==> config.mk <==
export PLATFORM = sky130hd
export DESIGN_NAME = fifo_dosbits
export DESIGN_NICKNAME = d
export VERILOG_FILES = /design/src/rtl/fifo_dosbits.sv
export SDC_FILE = /design/constraint.sdc
export NUM_CORES = 1
export LEC_CHECK = 0
export CORE_MARGIN = 3
export CORE_UTILIZATION = 32
export DETAILED_ROUTE_END_ITERATION = 10
export SLEW_MARGIN = 20
export SYNTH_ARGS = -nofsm -noshare
export SYNTH_HDL_FRONTEND = slang
export SYNTH_SLANG_ARGS = --single-unit
==> constraint.sdc <==
create_clock -name clk -period 3.6 [get_ports clk]
set_input_delay 0.9 -clock clk [delete_from_list [all_inputs] [get_ports clk]]
set_output_delay 0.9 -clock clk [all_outputs]
set_load 0.02 [all_outputs]
==> src/rtl/fifo_dosbits.sv <==
// Small 2-bit-wide synchronous FIFO with registered read data and a sticky overflow/underflow flag.
// Optional almost_full/almost_empty outputs are built only when FIFO_ALMOST_FLAGS_EN is defined.
module fifo_dosbits #(
  parameter int unsigned DEPTH = 4,
  parameter int unsigned AF_TH = 3,
  parameter int unsigned AE_TH = 1
) (
  input  logic                    clk,
  input  logic                    reset_L,
  input  logic                    valid_in,
  input  logic [1:0]              data_in,
  input  logic                    pop,
  output logic [1:0]              data_out,
  output logic                    valid_out,
  output logic                    full,
  output logic                    empty,
  output logic [$clog2(DEPTH):0]  count,
  output logic                    error
`ifdef FIFO_ALMOST_FLAGS_EN
  ,
  output logic                    almost_full,
  output logic                    almost_empty
`endif
);

  localparam int unsigned PTR_W = $clog2(DEPTH);
  localparam int unsigned CNT_W = PTR_W + 1;

  // Elaboration-time guard on the configuration space
  if (DEPTH < 2 || DEPTH > 16 || (DEPTH & (DEPTH - 1)) != 0 ||
      AF_TH > DEPTH || AE_TH > DEPTH) begin : g_param_check
    $error("fifo_dosbits: illegal DEPTH/AF_TH/AE_TH combination");
  end

  logic [1:0]       mem [DEPTH];
  logic [PTR_W-1:0] wr_ptr;
  logic [PTR_W-1:0] rd_ptr;

  logic             push_ok_c;
  logic             pop_ok_c;
  logic             err_set_c;
  logic [CNT_W-1:0] count_nxt_c;

  function automatic logic [PTR_W-1:0] ptr_inc(input logic [PTR_W-1:0] p);
    return (p == PTR_W'(DEPTH - 1)) ? '0 : p + PTR_W'(1);
  endfunction

  // Acceptance: a full FIFO takes a push only alongside a pop; an empty FIFO never pops
  always_comb begin
    push_ok_c   = 1'b0;
    pop_ok_c    = 1'b0;
    err_set_c   = 1'b0;
    count_nxt_c = count;

    pop_ok_c  = pop && !empty;
    push_ok_c = valid_in && (!full || pop);
    err_set_c = (valid_in && full && !pop) || (pop && empty && !valid_in);

    count_nxt_c = CNT_W'(count + CNT_W'(push_ok_c) - CNT_W'(pop_ok_c));
  end

  // Storage array carries no reset; read pointer logic keeps stale entries invisible
  always_ff @(posedge clk) begin
    if (push_ok_c) begin
      mem[wr_ptr] <= data_in;
    end
  end

  always_ff @(posedge clk or negedge reset_L) begin
    if (!reset_L) begin
      wr_ptr    <= '0;
      rd_ptr    <= '0;
      count     <= '0;
      full      <= 1'b0;
      empty     <= 1'b1;
      data_out  <= 2'b00;
      valid_out <= 1'b0;
      error     <= 1'b0;
    end else begin
      if (push_ok_c) begin
        wr_ptr <= ptr_inc(wr_ptr);
      end
      if (pop_ok_c) begin
        rd_ptr   <= ptr_inc(rd_ptr);
        data_out <= mem[rd_ptr];
      end
      valid_out <= pop_ok_c;
      count     <= count_nxt_c;
      full      <= (count_nxt_c == CNT_W'(DEPTH));
      empty     <= (count_nxt_c == '0);
      if (err_set_c) begin
        error <= 1'b1;
      end
    end
  end

`ifdef FIFO_ALMOST_FLAGS_EN
  // Threshold flags follow the registered occupancy
  always_ff @(posedge clk or negedge reset_L) begin
    if (!reset_L) begin
      almost_full  <= 1'b0;
      almost_empty <= 1'b1;
    end else begin
      almost_full  <= (32'(count_nxt_c) >= AF_TH);
      almost_empty <= (32'(count_nxt_c) <= AE_TH);
    end
  end
`endif

endmodule

# After elaboration in Yosys (flattened, before gate mapping)
# Memories as Yosys holds them, arrays and structs flattened. A register that Yosys moved wholly into a read port is not among the register bits.
# Cells that the tools add are included.
# totals
ramBits	8
latchBits	0
reg_bits	11
out_inout_bits	9
rom_bits	0
mem_count	1
inputBits	6
word_cells	33
# op_classes
muxes	4
add_sub_neg	4
n_eq_ne	3
bitwise	0
order_cmp	0
n_shift	0
div_mod_pow	0
n_mul	0
n_reduce_logical	14
# memory_table
memory	words	word_bits	read_ports	rd_ports_with_merged_regs	write_ports	line	text
mem	4	2	1	1	1	35	logic [1:0] mem [DEPTH];
# ops
op	count
1-bit logical AND	6
1-bit zero test	5
2-bit by 1-bit adder with 2-bit output, second input constant	2
2-bit equality test, second input constant	2
2-bit two-way mux	2
3-bit by 1-bit adder with 3-bit output	1
3-bit equality test, second input constant	1
3-bit zero test	1
3-bit by 1-bit subtractor with 3-bit output	1
1-bit logical OR	2
1-bit two-way mux	2

# Logic depth before layout (Yosys ltp)
# Gate-level depths: netlist of the first run.
# depth
word_depth	6
ltp_mapped	10
ltp_nobuf	10

# Worst setup path after synthesis of the first run
# No wires, ideal clock.
# synth_path
path_type	input port to flip-flop
startpoint	input port pop
endpoint	register full
required_ps	3512
n_path_buf	0
path_stages	10
setup_slack_ps	966
setup_time_ps	88
arrival_time_ps	2546
cell_sequence	inv_1 a21boi_1 inv_1 ha_1 inv_1 ha_1 inv_1 fa_1 xnor2_1 nor3b_1
# synth_between
elab_chain_cells	5
word_cells_on_any_way	6
cone_classes	2 x add/sub; 1 x eq/ne; 3 x reduce/logical
# synth_lines
item	line	text
from (decl)	12	input logic pop,
1-bit logical OR	56	push_ok_c = valid_in && (!full || pop);
1-bit logical AND	56	
3-bit by 1-bit adder with 3-bit output	59	count_nxt_c = CNT_W'(count + CNT_W'(push_ok_c) - CNT_W'(pop_ok_c));
3-bit by 1-bit subtractor with 3-bit output *	59	
named net count_nxt_c[2]	42	logic [CNT_W-1:0] count_nxt_c;
3-bit equality test *	89	full <= (count_nxt_c == CNT_W'(DEPTH));
to (signal assigned)	89	
to (decl)	15	output logic full,
# The timed path passes the listed nets; every way through them passes the cells marked *.
# A chain may end at the register's enable or synchronous reset.

# Worst setup path after layout of the first run
# Ends and elaborated chain as after synthesis.

==> results of run 1 <==
[flip-flops by register name, indices dropped and copies added, names as in the netlist]
signal and cells:
data_out 2, count 3, mem 8, full 1, rd_ptr 2, wr_ptr 2, error 1, empty 1
valid_out 1
[layout make-up]
class,instances,share of cell area
clock buffer,4,0.02339
inverter,7,0.02339
sequential,21,0.5045
timing repair buffer,16,0.1381
multi-input combinational,31,0.2773
tap,30,0.03341
[cells in the final DEF, fill, tap and decap left out]
cell,count
ha_1,7
mux2_2,6
dfrtp_1,12
clkbuf_4,3
fa_1,1
inv_1,7
xnor2_1,2
nor2_1,4
edfxtp_1,8
dfstp_2,1
a21boi_1,1
and2_1,4
nor3b_1,1
a311o_1,1
clkdlybuf4s50_1,14
buf_4,2
clkbuf_1,1
mux4_2,2
nor3_1,1
nand2_1,1
[kinds of logic after synthesis]
family | count (synthesis) | synth area share
AO/OA/AOI/OAI | 2 | 0.01937
flip-flops | 21 | 0.6266
XOR/XNOR | 2 | 0.01937
adder cells (fa/ha/maj) | 8 | 0.1189
multiplexers | 8 | 0.1245
AND/OR/NAND/NOR | 11 | 0.06223
buffers and inverters | 7 | 0.02905
[layer usage]
metal  up-vias  part of all wire  track usage  routed length, um
li1        246                 -            -                  -
met1       239              0.48       0.1131                623
met2         6              0.48       0.1451                628
met3         0             0.044      0.02397                 58
met4         0                 0      0.02913                  0
met5         -                 0            0                  0
[power breakdown]
part	switching [mW]	internal, mW
Sequential	0.0593	0.335
Combinational	0.167	0.201
Clock	0.0675	0.0431
[worst min path at each step]
| stage | startpoint | to | slack [ns] | depth (start not counted) |
|---|---|---|---|---|
| floorplan | wr_ptr[1] | wr_ptr[1] | 0.53 | 1 |
| global placement | error | error | 0.48 | 1 |
| detailed placement | error | error | 0.48 | 1 |
| CTS | error | error | 0.51 | 1 |
| global route | error | error | 0.54 | 1 |
| finish | error | error | 0.51 | 1 |
[per-stage QoR]
step             util  worst slack (ns)  instance area, um^2  hold slack (ns)
2_1_floorplan       -            0.9663                904.6           0.5340
3_3_place_gp   0.4237            0.5068                 1097           0.4758
3_5_place_dp   0.4237            0.4451                 1097           0.4752
4_1_cts        0.4338            0.7526                 1124           0.5063
5_1_grt        0.4338            0.5503                 1124           0.5385
6_report       0.4338            0.7713                 1124           0.5059
==> impl_metrics.yaml, run 1 <==
place:
  dp_hpwl_um: 1050
  port_buffers: 14
  dp.cells: 105
  place.gp.congestion: 0.6508
worst_setup_path:
  cp-endpoint: "full"
  cp-end-kind: "flip-flop"
  cp_data_required_time_ns: 3.82
  path_cells: "clkdlybuf4s50_1, inv_1, a21boi_1, inv_1, ha_1, inv_1, ha_1, inv_1, fa_1, xnor2_1, nor3b_1"
  slowest_stage: "clkdlybuf4s50_1"
  crit_family: "adder cells"
  max_stage_delay_ns: 0.48
  worst_ep_arrival_time_ns: 3.05
  critPathLaunch: "pop"
  reg2reg_slack_ns: 1.47
  cp-start-kind: "input port"
  worst_path_most_repeated_cell: "inv_1"
  r2r_end: "full"
  rr_worst_depth: 9
  r2r_start: "full"
  crit_fanout: 3
  crit_cells: 11
  path_buf_inv: 5
  path_class: "in2reg"
timing:
  relSlewSlack: 0.6104
  tns_ns: 0
  finalMaxSlewViolations: 0
  min_period_ns: 2.829
  fmax_mhz: 353.5
  timing.final.crit_share: 0.7857
  final_hold_viol_count: 0
  rsz0062_at_grt: "false"
  worst_clock_skew_ns: 0.009485
  setup_viol: 0
  worst_pin_slew_ns: 0.5826
route:
  wl_um: 1310
  ant_nets: 0
  drc: 0
  post_drt_wl_per_cell_um: 12.02
  drtIter0Drc: 2
  vias: 491
  drtPass1Iterations: 2
  via_per_inst: 4.505
finish:
  final_nets: 94
  antenna_cells: 0
  area.sequential_um2: 566.8
  fill_cells: 229
  layout-area-overhead-vs-synth_pct: 24.20
  instances_no_fill: 109
  layout-drive-gt1-share: 0.1772
  multi_input_area_um2: 311.5
power_and_ir_drop:
  p_per_area_nw_per_um2: 777.0
  p_leak_nw: 0.4654
  p_total_uw: 873.0
  ir_worst_vdd_uv: 448.2
synth:
  synthTopCellsByArea: "dfrtp_1, edfxtp_1, ha_1, mux2_2, mux4_2"
  syn_avg_cell_area_um2: 15.33
  ys_types: 16
  ys_seq_area_frac: 0.6266
  yosys_warnings: 0
  syn_inst: 59
  synth_area_um2: 904.6
  synth-edff-count: 8
  yosys_register_bits: 21
  synth_top_area_cell: "dfrtp_1"
  synthTopCellsByCount: "dfrtp_1, edfxtp_1, ha_1, inv_1, mux2_2"
  synthArstFlopShare: 0.6190
  dominantRegCellSynth: "dfrtp_1"
  yosysMostFrequentCell: "dfrtp_1"
  synthesis.nets: 73
  synth_top_area_share: 0.3320
clock_tree:
  cts_tree: "done"
  post_cts_resized: 0
  hold_buffers: 0
  cts.clk_slew.worst_paths_ns: 0.12
  cts.sink_count: 21
  clockRootBuffer: "clkbuf_4"
  cts.path.max_buffers: 2
  clk_latency_ns: 0.29
  numCtsBuffers: 3
  ctsHtreeMaxLevel: 1
  post_cts_buffers: 0
die:
  dieWidth_um: 59.17
  die_h_um: 59.17
  row_count: 18
  design.die.area_um2: 3501
  num_io_pins: 15
  initial_core_util: 0.3493
  coreArea_um2: 2590
run_status:
  status: "finished clean"
global_route:
  grt_max_degree: 14
  grt_pass1_vias: 546
  gr-total-overflow: 0
  antenna_found_initial: 0
  track_usage: 0.08849
  grt_pass1_wl_um: 2352
run:
  maxCapViolCount: 0
hold_path:
  min_path_type: "reg2reg"
Note: power is estimated with default switching activity, not from simulation.
==> run 2, diff against run 1 <==
- clock period: 3.6 -> 2.5 ns (I/O delays scaled with it)
==> run 2 against run 1 <==
Compared with the run above:
- register-to-register slack worse by 0.94 ns
- count of clock-buffer cells in the layout is the same
- via count up 1.6%
- design area is 3.7% higher
- core utilization is 1.6 points higher
- first-iteration DRC count grew to 4.5 times the previous value
- cell count rose by 1.8%
==> impl_metrics.yaml, run 2 (synthesis results as in run 1) <==
die:
  coreArea_um2: 2590
  initial_core_util: 0.3493
  die_h_um: 59.17
  design.die.area_um2: 3501
  num_io_pins: 15
  row_count: 18
  dieWidth_um: 59.17
finish:
  antenna_cells: 0
  top_register: "mem"
  mostFrequentLayoutCell: "clkdlybuf4s50_1"
  layout-area-overhead-vs-synth_pct: 28.77
  final_cell_mix: "clkdlybuf4s50_1, dfrtp_1, edfxtp_1"
  fin_util: 0.4498
  reg_top3: "mem: 8 flops, count: 3 flops"
  layout-drive-gt1-share: 0.2716
  largest_reg_flops: 8
  instances_no_fill: 111
  final_nets: 96
  fill_cells: 218
worst_setup_path:
  cp-start-kind: "input port"
  path_cells: "clkdlybuf4s50_1, a21boi_2, inv_1, ha_1, inv_1, ha_1, inv_1, fa_2, inv_1, nor3b_2"
  cp_data_required_time_ns: 2.73
  path_class: "in2reg"
  slowest_stage: "fa_2"
  worst_ep_arrival_time_ns: 2.63
  crit_fanout: 3
  crit_family: "adder cells"
  worst_path_most_repeated_cell: "inv_1"
  cp-end-kind: "flip-flop"
  path_buf_inv: 5
  max_stage_delay_ns: 0.51
timing:
  final_hold_viol_count: 0
  rsz0062_at_grt: "false"
  worst_pin_slew_ns: 0.5781
  finalMaxSlewViolations: 0
  relSlewSlack: 0.6134
  setup_viol: 0
  worst_clock_skew_ns: 0.001751
  timing.final.crit_share: 0.9617
  min_period_ns: 2.404
  fmax_mhz: 415.9
power_and_ir_drop:
  combPwrFrac: 0.453
  p_leak_nw: 0.4913
  power_frac_seq: 0.430
  p_per_area_nw_per_um2: 1136
  internal_power_uw: 882.9
  switching_power_uw: 440.5
  swShare: 0.3329
  ir_worst_vdd_uv: 875.7
  pwr-share-clk: 0.117
route:
  ant_nets: 0
  via_per_inst: 4.495
  drtPass1Iterations: 4
  post_drt_wl_per_cell_um: 11.52
  drtIter0Drc: 9
  drc: 0
  vias: 499
  wl_um: 1279
clock_tree:
  cts.sink_count: 21
  clk_latency_ns: 0.29
  clockRootBuffer: "clkbuf_4"
  ctsHtreeMaxLevel: 1
  cts.path.max_buffers: 2
  numCtsBuffers: 3
  cts_tree: "done"
  cts.clk_slew.worst_paths_ns: 0.10
  hold_buffers: 0
global_route:
  track_usage: 0.08895
  grt_pass1_wl_um: 2290
  grt_max_degree: 14
  grt_pass1_vias: 531
  gr-total-overflow: 0
  antenna_found_initial: 0
run_status:
  status: "finished clean"
place:
  dp_hpwl_um: 1007
  port_buffers: 14
  place.gp.congestion: 0.6646
  dp.cells: 106
hold_path:
  min_path_type: "reg2reg"
run:
  maxCapViolCount: 0
## run 2: repair_timing
item | 4_1_cts | 5_1_grt
setup buffers | 0 | 1
setup endpoints to repair | 1 | 2
pin swaps | 0 | 3
resized for setup | 2 | 5
## run 2: final cells by class
type	instances	area, um^2	share of cell area
Timing Repair Buffer	18	172.7	0.1482
Sequential cell	21	566.8	0.4866
Clock buffer	4	26.28	0.02256
Inverter	7	26.28	0.02256
Multi-Input combinational cell	31	335.3	0.2879
Tap cell	30	37.54	0.03222
## run 2: power by group through the flow
stage | Sequential (mW) | Combinational, mW | Clock (mW)
global placement | 0.575 | 0.547 | 0
finish | 0.569 | 0.599 | 0.155
floorplan | 0.633 | 0.283 | 0
global route | 0.589 | 0.674 | 0.178
CTS | 0.572 | 0.580 | 0.165
detailed placement | 0.577 | 0.556 | 0
## run 2: metal layers
metal | global-route usage | share of wire
met4 | 0.01942 | 0.0078
met5 | 0 | 0
met2 | 0.1404 | 0.50
met3 | 0.04575 | 0.052
met1 | 0.1089 | 0.44
## run 2: worst register-to-register path, delay by kind of cell (launching register included)
family | cells | cell delay, ns
and+or+nand+nor | 1 | 0.17
adders and majority gates | 3 | 0.92
AOI/OAI and AO/OA | 1 | 0.15
DFF | 1 | 0.43
buffers and inverters | 4 | 0.24
## run 2: path summary, 6_finish.rpt
path / start / end / slack (ns) / depth (start not counted)
worst max-delay path: valid_in / full / 0.1 / 10
worst min-delay path: error / error / 0.50 / 1
worst max register to register: full / full / 0.53 / 9
worst min register to register: error / error / 0.50 / 1
max in group asynchronous: reset_L / empty / 1.44 / 1
min in group asynchronous: reset_L / data_out[1] / 0.69 / 1
## run 2: through the flow
stage | power (mW) | TNS (ns) | hold slack, ns | instance area (um^2) | worst slack, ns
2_1_floorplan | 0.9162 | 0 | 0.3294 | 904.6 | 0.1413
3_3_place_gp | 1.122 | -0.9565 | 0.4724 | 1105 | -0.3470
3_5_place_dp | 1.133 | -1.070 | 0.4776 | 1105 | -0.3819
4_1_cts | 1.318 | 0 | 0.5051 | 1142 | 0.003071
5_1_grt | 1.442 | 0 | 0.5335 | 1165 | 0.006807
6_report | 1.323 | 0 | 0.4985 | 1165 | 0.09576
==> run 3, diff against run 2 <==
- CAP_MARGIN: default -> 20
- CORE_UTILIZATION: 32 -> 40
- PLACE_DENSITY: default -> 0.65
==> run 3 against run 2 <==
Compared with the run above:
- design area down 0.22%
- critical path depth is 1 higher
- power rose by 4.0%
- first-iteration DRC count unchanged
- sequential share of layout area grew 0.11 points
- via count is the same
- critical endpoint is now empty
- sequential cell count unchanged
- sequential power hardly changed
==> impl_metrics.yaml, run 3 (synthesis results as in run 1) <==
run_status:
  status: "finished clean"
finish:
  final_cell_mix: "clkdlybuf4s50_1, dfrtp_1, edfxtp_1"
  reg_top3: "mem: 8 flops, count: 3 flops"
  antenna_cells: 0
  top_register: "mem"
  instances_no_fill: 108
  fin_util: 0.5692
  layout-area-overhead-vs-synth_pct: 28.49
  largest_reg_flops: 8
  final_nets: 96
  layout-drive-gt1-share: 0.2963
  mostFrequentLayoutCell: "clkdlybuf4s50_1"
place:
  place.gp.congestion: 0.6906
  dp_hpwl_um: 976.6
  dp.cells: 104
  port_buffers: 14
run:
  maxCapViolCount: 0
global_route:
  antenna_found_initial: 0
  grt_max_degree: 14
  grt_pass1_wl_um: 2339
  grt_pass1_vias: 543
  track_usage: 0.1142
  gr-total-overflow: 0
route:
  drtPass1Iterations: 2
  wl_um: 1264
  via_per_inst: 4.620
  drtIter0Drc: 9
  ant_nets: 0
  vias: 499
  post_drt_wl_per_cell_um: 11.70
  drc: 0
clock_tree:
  ctsHtreeMaxLevel: 1
  cts.sink_count: 21
  post_cts_buffers: 0
  cts.path.max_buffers: 2
  hold_buffers: 0
  numCtsBuffers: 3
  cts.clk_slew.worst_paths_ns: 0.11
  clockRootBuffer: "clkbuf_4"
  cts_tree: "done"
  clk_latency_ns: 0.29
worst_setup_path:
  crit_fanout: 3
  path_class: "in2reg"
  cp-end-kind: "flip-flop"
  cp_data_required_time_ns: 2.72
  r2r_start: "full"
  critPathLaunch: "pop"
  worst_ep_arrival_time_ns: 2.66
  cp-start-kind: "input port"
power_and_ir_drop:
  p_leak_nw: 0.4929
  p_per_area_nw_per_um2: 1184
  ir_worst_vdd_uv: 873.5
timing:
  setup_viol: 0
  tns_ns: 0
  finalMaxSlewViolations: 0
  timing.final.crit_share: 0.9748
  worst_clock_skew_ns: 0.007387
  relSlewSlack: 0.6011
  worst_pin_slew_ns: 0.5965
  final_hold_viol_count: 0
  rsz0062_at_grt: "false"
  fmax_mhz: 410.4
  min_period_ns: 2.437
die:
  coreArea_um2: 2042
  num_io_pins: 15
  row_count: 16
  die_h_um: 53.56
  dieWidth_um: 53.56
  design.die.area_um2: 2868
  initial_core_util: 0.4430
hold_path:
  min_path_type: "reg2reg"
  worstHoldStart: "error"
[run 3: cell types whose count changed in the layout (fill, tap and decap cells not counted), sizes merged]
cell and delta:
clkbuf -1, clkinv +1
[run 3: metal layers]
layer / GRT usage / vias up / wire (um)
met3: 0.02493 / 2 / 41
met5: 0 / - / 0
met1: 0.1385 / 243 / 550
li1: - / 247 / -
met2: 0.1939 / 7 / 662
met4: 0.05106 / 0 / 10
[run 3: final timing paths]
kind | slack, ns | endpoint | depth (start not counted)
setup / recovery | 0.06 | empty | 11
hold / removal | 0.51 | error | 1
setup reg to reg | 0.53 | empty | 9
hold reg to reg | 0.51 | error | 1
max in group asynchronous | 1.42 | count[0] | 1
min in group asynchronous | 0.69 | data_out[0] | 1
[run 3: timing repair]
action / CTS / global route
pin swaps: 0 / 3
setup endpoints to repair: 2 / 2
gates resized for setup: 2 / 6
[run 3: power by group]
part	switching [mW]	total [mW]	internal, mW
clock	0.0975	0.157	0.0594
combinational	0.278	0.649	0.371
sequential	0.0866	0.569	0.483
total	0.462	1.38	0.914
[run 3: layout make-up]
cell class / instances / area, um^2
timing repair buffer: 18 / 172.7
sequential: 21 / 566.8
fill: 170 / 879.6
clock buffer: 3 / 22.52
multi-input combinational: 31 / 335.3
inverter: 7 / 26.28
clock inverter: 1 / 5.005
tap: 27 / 33.78
[run 3: worst max-delay path, cell delays in order]
cell	delay, ns
clkdlybuf4s50_1	0.49
inv_2	0.06
a21boi_2	0.16
inv_1	0.06
ha_1	0.28
inv_1	0.06
ha_1	0.13
inv_1	0.05
fa_2	0.52
inv_2	0.05
nor3_2	0.18
[run 3: per-stage QoR]
step	setup WS, ns	area, um^2	hold WS, ns	power, mW
final	0.06310	1162	0.5062	1.376
after global routing	0.01543	1162	0.5189	1.497
after CTS	0.008254	1145	0.5099	1.352
after detailed placement	-0.3720	1109	0.4826	1.177
after global placement	-0.3193	1109	0.4747	1.155
after floorplan	0.1413	904.6	0.3294	0.9162
